File: src/rtl/uart_alu_packet_parser.sv
// Byte-stream packet parser: decodes {opcode, rsvd, len_lo, len_hi} headers and
// hands LEN little-endian operands to the ALU with first/last tags.
module uart_alu_packet_parser #(
  parameter int unsigned DATA_W = 32,
  parameter int unsigned LEN_W  = 16,
  parameter logic [7:0]  OP_ADD = 8'h10,
  parameter logic [7:0]  OP_MUL = 8'h11,
  parameter logic [7:0]  OP_DIV = 8'h12
) (
  input  logic              clk_i,
  input  logic              reset_i,
  input  logic [7:0]        rx_data_i,
  input  logic              rx_valid_i,
  output logic              rx_ready_o,
  output logic [7:0]        opcode_o,
  output logic [DATA_W-1:0] operand_o,
  output logic              operand_valid_o,
  input  logic              operand_ready_i,
  output logic              operand_first_o,
  output logic              operand_last_o,
  output logic              error_o,
  output logic              busy_o
);
  localparam int unsigned NB    = DATA_W / 8;
  localparam int unsigned BI_W  = (NB > 1) ? $clog2(NB) : 1;
  localparam int unsigned CNT_W = LEN_W + BI_W;
  localparam logic [BI_W-1:0] LAST_BYTE = BI_W'(NB - 1);

  typedef enum logic [2:0] {
    S_OPCODE, S_RSVD, S_LEN_LO, S_LEN_HI, S_DATA, S_DISCARD
  } state_t;

  state_t            state_q, state_d;
  logic [7:0]        opcode_q, opcode_d;
  logic [LEN_W-1:0]  len_q, len_d;
  logic [LEN_W-1:0]  idx_q, idx_d;
  logic [BI_W-1:0]   bcnt_q, bcnt_d;
  logic [CNT_W-1:0]  dcnt_q, dcnt_d;
  logic [DATA_W-1:0] asm_q, asm_d;
  logic [DATA_W-1:0] out_q, out_d;
  logic              out_valid_q, out_valid_d;
  logic              first_q, first_d;
  logic              last_q, last_d;
  logic              err_q, err_d;
  logic              busy_q, busy_d;

  logic              rx_ready;
  logic              rx_fire;
  logic              drain;
  logic              op_ok;
  logic [LEN_W-1:0]  len_new;
  logic [DATA_W-1:0] asm_wr;

  always_comb begin
    drain = out_valid_q & operand_ready_i;
    // Output register is "free" if empty or being consumed this very cycle.
    unique case (state_q)
      S_OPCODE: rx_ready = !out_valid_q || operand_ready_i;
      S_DATA:   rx_ready = !(bcnt_q == LAST_BYTE && out_valid_q && !operand_ready_i);
      default:  rx_ready = 1'b1;
    endcase
    rx_fire = rx_valid_i & rx_ready;
    op_ok   = (opcode_q == OP_ADD) || (opcode_q == OP_MUL) || (opcode_q == OP_DIV);
    len_new = LEN_W'({rx_data_i, len_q[7:0]});
    asm_wr  = asm_q;
    asm_wr[{bcnt_q, 3'b000} +: 8] = rx_data_i;
  end

  always_comb begin
    state_d     = state_q;
    opcode_d    = opcode_q;
    len_d       = len_q;
    idx_d       = idx_q;
    bcnt_d      = bcnt_q;
    dcnt_d      = dcnt_q;
    asm_d       = asm_q;
    out_d       = out_q;
    out_valid_d = drain ? 1'b0 : out_valid_q;
    first_d     = first_q;
    last_d      = last_q;
    err_d       = 1'b0;
    busy_d      = (drain && last_q) ? 1'b0 : busy_q;

    if (rx_fire) begin
      unique case (state_q)
        S_OPCODE: begin
          opcode_d = rx_data_i;
          busy_d   = 1'b1;
          state_d  = S_RSVD;
        end
        S_RSVD: state_d = S_LEN_LO;
        S_LEN_LO: begin
          len_d   = {len_q[LEN_W-1:8], rx_data_i};
          state_d = S_LEN_HI;
        end
        S_LEN_HI: begin
          len_d  = len_new;
          idx_d  = '0;
          bcnt_d = '0;
          if (len_new == '0) begin
            err_d   = 1'b1;
            busy_d  = 1'b0;
            state_d = S_OPCODE;
          end else if (!op_ok) begin
            err_d   = 1'b1;
            dcnt_d  = CNT_W'(len_new) * CNT_W'(NB);
            state_d = S_DISCARD;
          end else begin
            state_d = S_DATA;
          end
        end
        S_DATA: begin
          asm_d  = asm_wr;
          bcnt_d = bcnt_q + BI_W'(1);
          if (bcnt_q == LAST_BYTE) begin
            bcnt_d      = '0;
            out_d       = asm_wr;
            out_valid_d = 1'b1;
            first_d     = (idx_q == '0);
            last_d      = (idx_q == len_q - LEN_W'(1));
            idx_d       = idx_q + LEN_W'(1);
            if (idx_q == len_q - LEN_W'(1)) state_d = S_OPCODE;
          end
        end
        S_DISCARD: begin
          dcnt_d = dcnt_q - CNT_W'(1);
          if (dcnt_q == CNT_W'(1)) begin
            busy_d  = 1'b0;
            state_d = S_OPCODE;
          end
        end
        default: state_d = S_OPCODE;
      endcase
    end
  end

  always_ff @(posedge clk_i) begin
    if (reset_i) begin
      state_q     <= S_OPCODE;
      opcode_q    <= '0;
      len_q       <= '0;
      idx_q       <= '0;
      bcnt_q      <= '0;
      dcnt_q      <= '0;
      asm_q       <= '0;
      out_q       <= '0;
      out_valid_q <= 1'b0;
      first_q     <= 1'b0;
      last_q      <= 1'b0;
      err_q       <= 1'b0;
      busy_q      <= 1'b0;
    end else begin
      state_q     <= state_d;
      opcode_q    <= opcode_d;
      len_q       <= len_d;
      idx_q       <= idx_d;
      bcnt_q      <= bcnt_d;
      dcnt_q      <= dcnt_d;
      asm_q       <= asm_d;
      out_q       <= out_d;
      out_valid_q <= out_valid_d;
      first_q     <= first_d;
      last_q      <= last_d;
      err_q       <= err_d;
      busy_q      <= busy_d;
    end
  end

  assign rx_ready_o      = rx_ready;
  assign opcode_o        = opcode_q;
  assign operand_o       = out_q;
  assign operand_valid_o = out_valid_q;
  assign operand_first_o = out_valid_q & first_q;
  assign operand_last_o  = out_valid_q & last_q;
  assign error_o         = err_q;
  assign busy_o          = busy_q;

endmodule
File: config.mk
export PLATFORM = sky130hd
export DESIGN_NAME = uart_alu_packet_parser
export DESIGN_NICKNAME = d
export VERILOG_FILES = /design/src/rtl/uart_alu_packet_parser.sv
export SDC_FILE = /design/constraint.sdc
export NUM_CORES = 1
export LEC_CHECK = 0
export CORE_MARGIN = 2
export CORE_UTILIZATION = 58
export CTS_CLUSTER_DIAMETER = 200
export DETAILED_ROUTE_END_ITERATION = 10
export PLACE_DENSITY_LB_ADDON = 0.05
export SLEW_MARGIN = 0
export SYNTH_ARGS = -nofsm -noshare
export SYNTH_HDL_FRONTEND = slang
export SYNTH_SLANG_ARGS = --single-unit
File: constraint.sdc
create_clock -name clk_i -period 2.8 [get_ports clk_i]
set_input_delay 0.56 -clock clk_i [delete_from_list [all_inputs] [get_ports clk_i]]
set_output_delay 0.56 -clock clk_i [all_outputs]
set_load 0.03 [all_outputs]
Word level (Yosys, flattened, before mapping)
Index checks and enable logic that the tools add are counted.
{"block": "word_totals", "out_inout_bits": 46, "input_bits": 12, "wordCells": 95, "ff_bits": 132}
{"block": "op_classes", "eq_ne": 16, "shifts": 2, "mux": 27, "bitwise": 7, "reduce_logical": 24, "n_addsub": 5}
{"operator": "16-bit one-hot mux with 2 select lines", "count": 2}
{"operator": "18-bit 2-to-1 mux", "count": 2}
{"operator": "18-bit one-hot mux with 2 select lines", "count": 1}
{"operator": "32-bit bitwise mux", "count": 1}
{"operator": "16-bit logical NOT", "count": 2}
{"operator": "8-bit by 7-bit variable shift with 32-bit output, first input constant", "count": 1}
{"operator": "8-bit by 7-bit variable part select with 32-bit output", "count": 1}
{"operator": "8-bit by 5-bit == test with 1-bit output, second input constant", "count": 3}
{"operator": "18-bit by 1-bit == test with 1-bit output, second input constant", "count": 1}
{"operator": "3-bit one-hot mux with 6 select lines", "count": 1}
{"operator": "18-bit by 1-bit subtractor with 18-bit output, second input constant", "count": 1}
{"operator": "16-bit by 1-bit adder with 16-bit output, second input constant", "count": 1}
{"operator": "16-bit == test", "count": 1}
{"operator": "16-bit 2-to-1 mux", "count": 1}
{"operator": "16-bit by 1-bit subtractor with 16-bit output, second input constant", "count": 1}
{"operator": "3-bit 2-to-1 mux", "count": 4}
{"operator": "3-bit AND reduction", "count": 4}
{"operator": "1-bit 2-to-1 mux", "count": 11}
{"operator": "2-bit inequality test, second input constant", "count": 5}
{"operator": "4-bit AND reduction", "count": 2}
{"operator": "5-bit negator with 7-bit output", "count": 1}
{"operator": "3-bit by 2-bit == test with 1-bit output, second input constant", "count": 2}
{"operator": "3-bit == test, second input constant", "count": 2}
{"operator": "2-bit AND reduction", "count": 3}
{"operator": "other kinds (15)", "count": 27}

Logic depth before layout (Yosys ltp)
{"block": "logic_depth", "depth_word": 8, "mapped_depth": 10, "mapped_depth_nobuf": 8}

Worst setup path before layout
Ideal clock, no wire load.
{"block": "synth_path", "kind": "input to register", "startpoint": "input port rx_data_i[4]", "endpoint": "register dcnt_q[2]", "setup_ns": 0.132, "slack_ns": 0.609, "t_required_ns": 2.668, "stages": 8, "arrival_time_ns": 2.058, "path_buffers": 2, "path_cell_list": "clkbuf_1 -> nor4b_1 -> nand4_1 -> a31o_2 -> and2_1 -> buf_2 -> o21ai_1 -> a21oi_1"}
{"block": "synth_via", "elab_chain_cells": 3}
{"element": "start, declared", "line_no": "12", "source": "input logic [7:0] rx_data_i,"}
{"element": "16-bit logical NOT", "line_no": "100", "source": "if (len_new == '0) begin"}
{"element": "2-bit inequality test (no line)"}
{"element": "4-bit AND reduction (no line)"}
{"element": "end signal, assigned", "line_no": "158", "source": "dcnt_q <= dcnt_d;"}
{"element": "end, declared", "line_no": "38", "source": "logic [CNT_W-1:0] dcnt_q, dcnt_d;"}
No other way between the ends.
A chain may end at the register's enable or synchronous reset.

Worst setup path in the final report
{"block": "layout_path", "startpoint": "register len_q[1]", "endpoint": "register state_q[2]"}
{"block": "layout_via", "elab_chain_cells": 4, "elab_cells_between_ends": 7, "cone_classes": "add/sub (1); eq/ne (2); mux (2); reduce/logical (2)"}
{"element": "start, declared", "line_no": "35", "source": "logic [LEN_W-1:0] len_q, len_d;"}
{"element": "start signal, assigned", "line_no": "155", "source": "len_q <= len_d;"}
{"element": "16-bit by 1-bit subtractor with 16-bit output", "line_no": "122", "source": "if (idx_q == len_q - LEN_W'(1)) state_d = S_OPCODE;"}
{"element": "16-bit == test", "line_no": "122"}
{"element": "2-bit inequality test (no line)"}
{"element": "4-bit AND reduction (no line)"}
{"element": "end signal, assigned", "line_no": "153", "source": "state_q <= state_d;"}
{"element": "end, declared", "line_no": "33", "source": "state_t state_q, state_d;"}
Parallel ways exist; a longest one is shown, timed or not.

==> impl_metrics.yaml <==
worst_setup_path:
  path_buf_inv: 1
  crit_path_start_kind: "flop"
  path_cells: "inv_1 > ha_1 > nor3b_2 > nand4b_1 > nor4_1 > a211oi_1 > nand4b_1 > o31a_1"
  cpPeakStageDelay_ns: 0.46
  worst_path_max_delay_cell: "nor3b_2"
  path_delay_family: "simple AND/OR/NAND/NOR gates"
  crit_required_ns: 3.11
  criticalPathCategory: "flop to flop"
  crit_top_cell: "nand4b_1"
  worst-path-max-fanout: 7
  critPathCaptureType: "flop"
  critPathArrivalTime_ns: 2.98
routing:
  met1_length_microns: 7400
  ant_nets: 0
  via_per_inst: 6.01
  via_count: 6064
  routed_wirelength_microns: 17400
  dr.pass1.iters: 5
  drt_first_iter_violations: 417
  top_layer: "met4"
  wl_per_cell_microns: 17.2
  dr_wl_met3_microns: 921
  drc: 0
  wl_met2_microns: 8570
run_status:
  outcome: "finished, final reports clean"
sta:
  tightest_slew_ns: 0.698
  fin_crit_sh_pct: 95.1
  skew_ns: 0.00780
  min_period_ns: 2.66
  max_freq_mhz: 375
  finalHoldViolCount: 0
  finalSetupViolCount: 0
  tns_ns: 0
  maxSlewHeadroom_pct: 53.1
  maxSlewViolCount: 0
  rsz0062_at_grt: "no"
logic_synthesis:
  synthMuxAreaShare_pct: 2.90
  syn_nets: 836
  yosys.area_share.simple_pct: 26.0
  asyncSetResetFlopFracSynth_pct: 0
  synth_top_area_share_pct: 40.0
  synth_top_family_by_area: "simple AND/OR/NAND/NOR gates"
  syn-cell-area_sq_mm: 0.00660
  synth_edf_count: 0
  synthTopCellsByArea: "dfxtp_1 40%, a211oi_1 7.7%, nor2_1 7.6%"
  syn_inst: 812
  synthTopCellsByCount: "134 x nor2_1, 132 x dfxtp_1, 73 x a21oi_1"
  yosysMostFrequentCell: "nor2_1"
  synth_top_cell_by_area: "dfxtp_1"
  synth.distinct_cells: 66
  ys_seq_elements: 132
  yosys_warnings: 0
  synthFlopType: "dfxtp_1"
  syn_area_per_cell_sq_um: 8.13
  synthAdderAreaFrac_pct: 2.27
  ys_seq_area_share_pct: 40.0
  synth_compound_area_share_pct: 19.9
  synth_xor_area_share_pct: 3.85
grt:
  grt_overflow: 0
  grt_pass1_vias: 5936
  grt_usage_pct: 28.9
  antenna_found_initial: 0
  grt_max_degree: 67
  grt_pass1_wl_microns: 28900
final_layout:
  fillers: 847
  drive_gt1_share_pct: 8.98
  fin_nets: 880
  syn_to_final_growth_pct: 19.8
  antennaDiodeCount: 0
hold_path:
  hold_path_class: "flop to flop"
flow_run:
  cap_violations: 0
floorplan:
  dieArea_sq_mm: 0.0122
  rows: 38
  core_sq_mm: 0.0110
  die_w_microns: 111
  initial_utilization_pct: 60.1
  io_pins: 58
  die_h_microns: 111
place:
  hpwlAfterDp_microns: 11800
  gp_congestion: 0.932
  port_buffers: 57
clock_network:
  numClockSinks: 132
  insertion_delay_ns: 0.42
  cts_resized: 0
  cts_buffer_depth: 2
  h-tree-depth: 4
  cts_buffers: 17
  ctsHoldBuffers: 0
  postCtsSetupBuffers: 0
  cts_tree: "done"
  cts-root-buf: "clkbuf_16"
  clkTransAtPathRegs_ns: 0.06
power_and_ir_drop:
  powerDensity_mw_per_mm2: 566
  ir_drop_mv: 0.471
  p_leak_nw: 2.82
  total_power_w: 0.00447
## layout by cell type (no fill, tap or decap), drive strengths merged, types with 16 or more instances in the layout
| cell type | count |
|---|---|
| clkdlybuf4s50 | 55 |
| mux2i | 18 |
| xor2 | 18 |
| dfxtp | 132 |
| nor3 | 18 |
| buf | 30 |
| nor2 | 135 |
| nand3 | 16 |
| a21oi | 73 |
| nand2 | 66 |
| nor2b | 36 |
| o21ai | 26 |
| a211oi | 68 |
| clkbuf | 21 |
## kinds of logic after synthesis
kind of cell | after synthesis
adder cells (fa/ha/maj) | 12
multiplexers | 19
AND/OR/NAND/NOR | 343
XOR/XNOR | 29
flip-flops | 132
AO/OA/AOI/OAI | 204
buffers and inverters | 73
## worst paths after layout
path | startpoint | end | slack (ns) | depth (start not counted)
max reg2reg | len_q[1] | state_q[2] | 0.14 | 8
min reg2reg | first_q | first_q | 0.47 | 2
min | first_q | first_q | 0.47 | 2
max | len_q[1] | state_q[2] | 0.14 | 8
## sequential cells by signal, indices dropped and copies added (netlist names)
name             cells
operand_valid_o      1
asm_q               32
state_q              3
opcode_o             8
operand_o           32
busy_o               1
idx_q               16
dcnt_q              18
error_o              1
last_q               1
len_q               16
first_q              1
bcnt_q               2
## layout make-up
class	count	area, sq um	share of cell area (%)
Inverter	12	45.0	0.570
Sequential cell	132	2640	33.4
Clock inverter	11	128	1.61
Tap cell	140	175	2.22
Timing Repair Buffer	86	813	10.3
Multi-Input combinational cell	607	3640	46.1
Clock buffer	21	460	5.82
## report_power, final
group | internal [W] | total, W | switching, W
sequential | 0.00190 | 0.00193 | 0.0000272
clock | 0.00136 | 0.00221 | 0.000846
combinational | 0.000134 | 0.000337 | 0.000203
## worst reg2reg max path, delay by kind of cell, from the launching register on
family          cells  cell delay [ns]
compound gates      2             0.39
flops               1             0.32
buf+inv             1             0.17
simple gates        4             1.36
fa+ha+maj           1             0.30
## layer usage
metal / up-vias / track usage (%)
met5: - / 0
met4: 0 / 13.5
met3: 38 / 6.01
met2: 193 / 48.3
met1: 2881 / 35.7
li1: 2952 / -
## metrics by stage
step / instances / hold WS (ns) / setup slack (ns) / cell area (sq um) / util (%)
floorplan: 812 / 0.432 / 0.609 / 6600 / -
global route: 1009 / 0.487 / 0.0269 / 7910 / 72.0
finish: 1009 / 0.472 / 0.136 / 7910 / 72.0
global placement: 977 / 0.450 / 0.110 / 7320 / 66.6
detailed placement: 977 / 0.461 / 0.0813 / 7320 / 66.6
CTS: 1009 / 0.469 / 0.0625 / 7900 / 72.0
(Power assumes the default switching activity.)
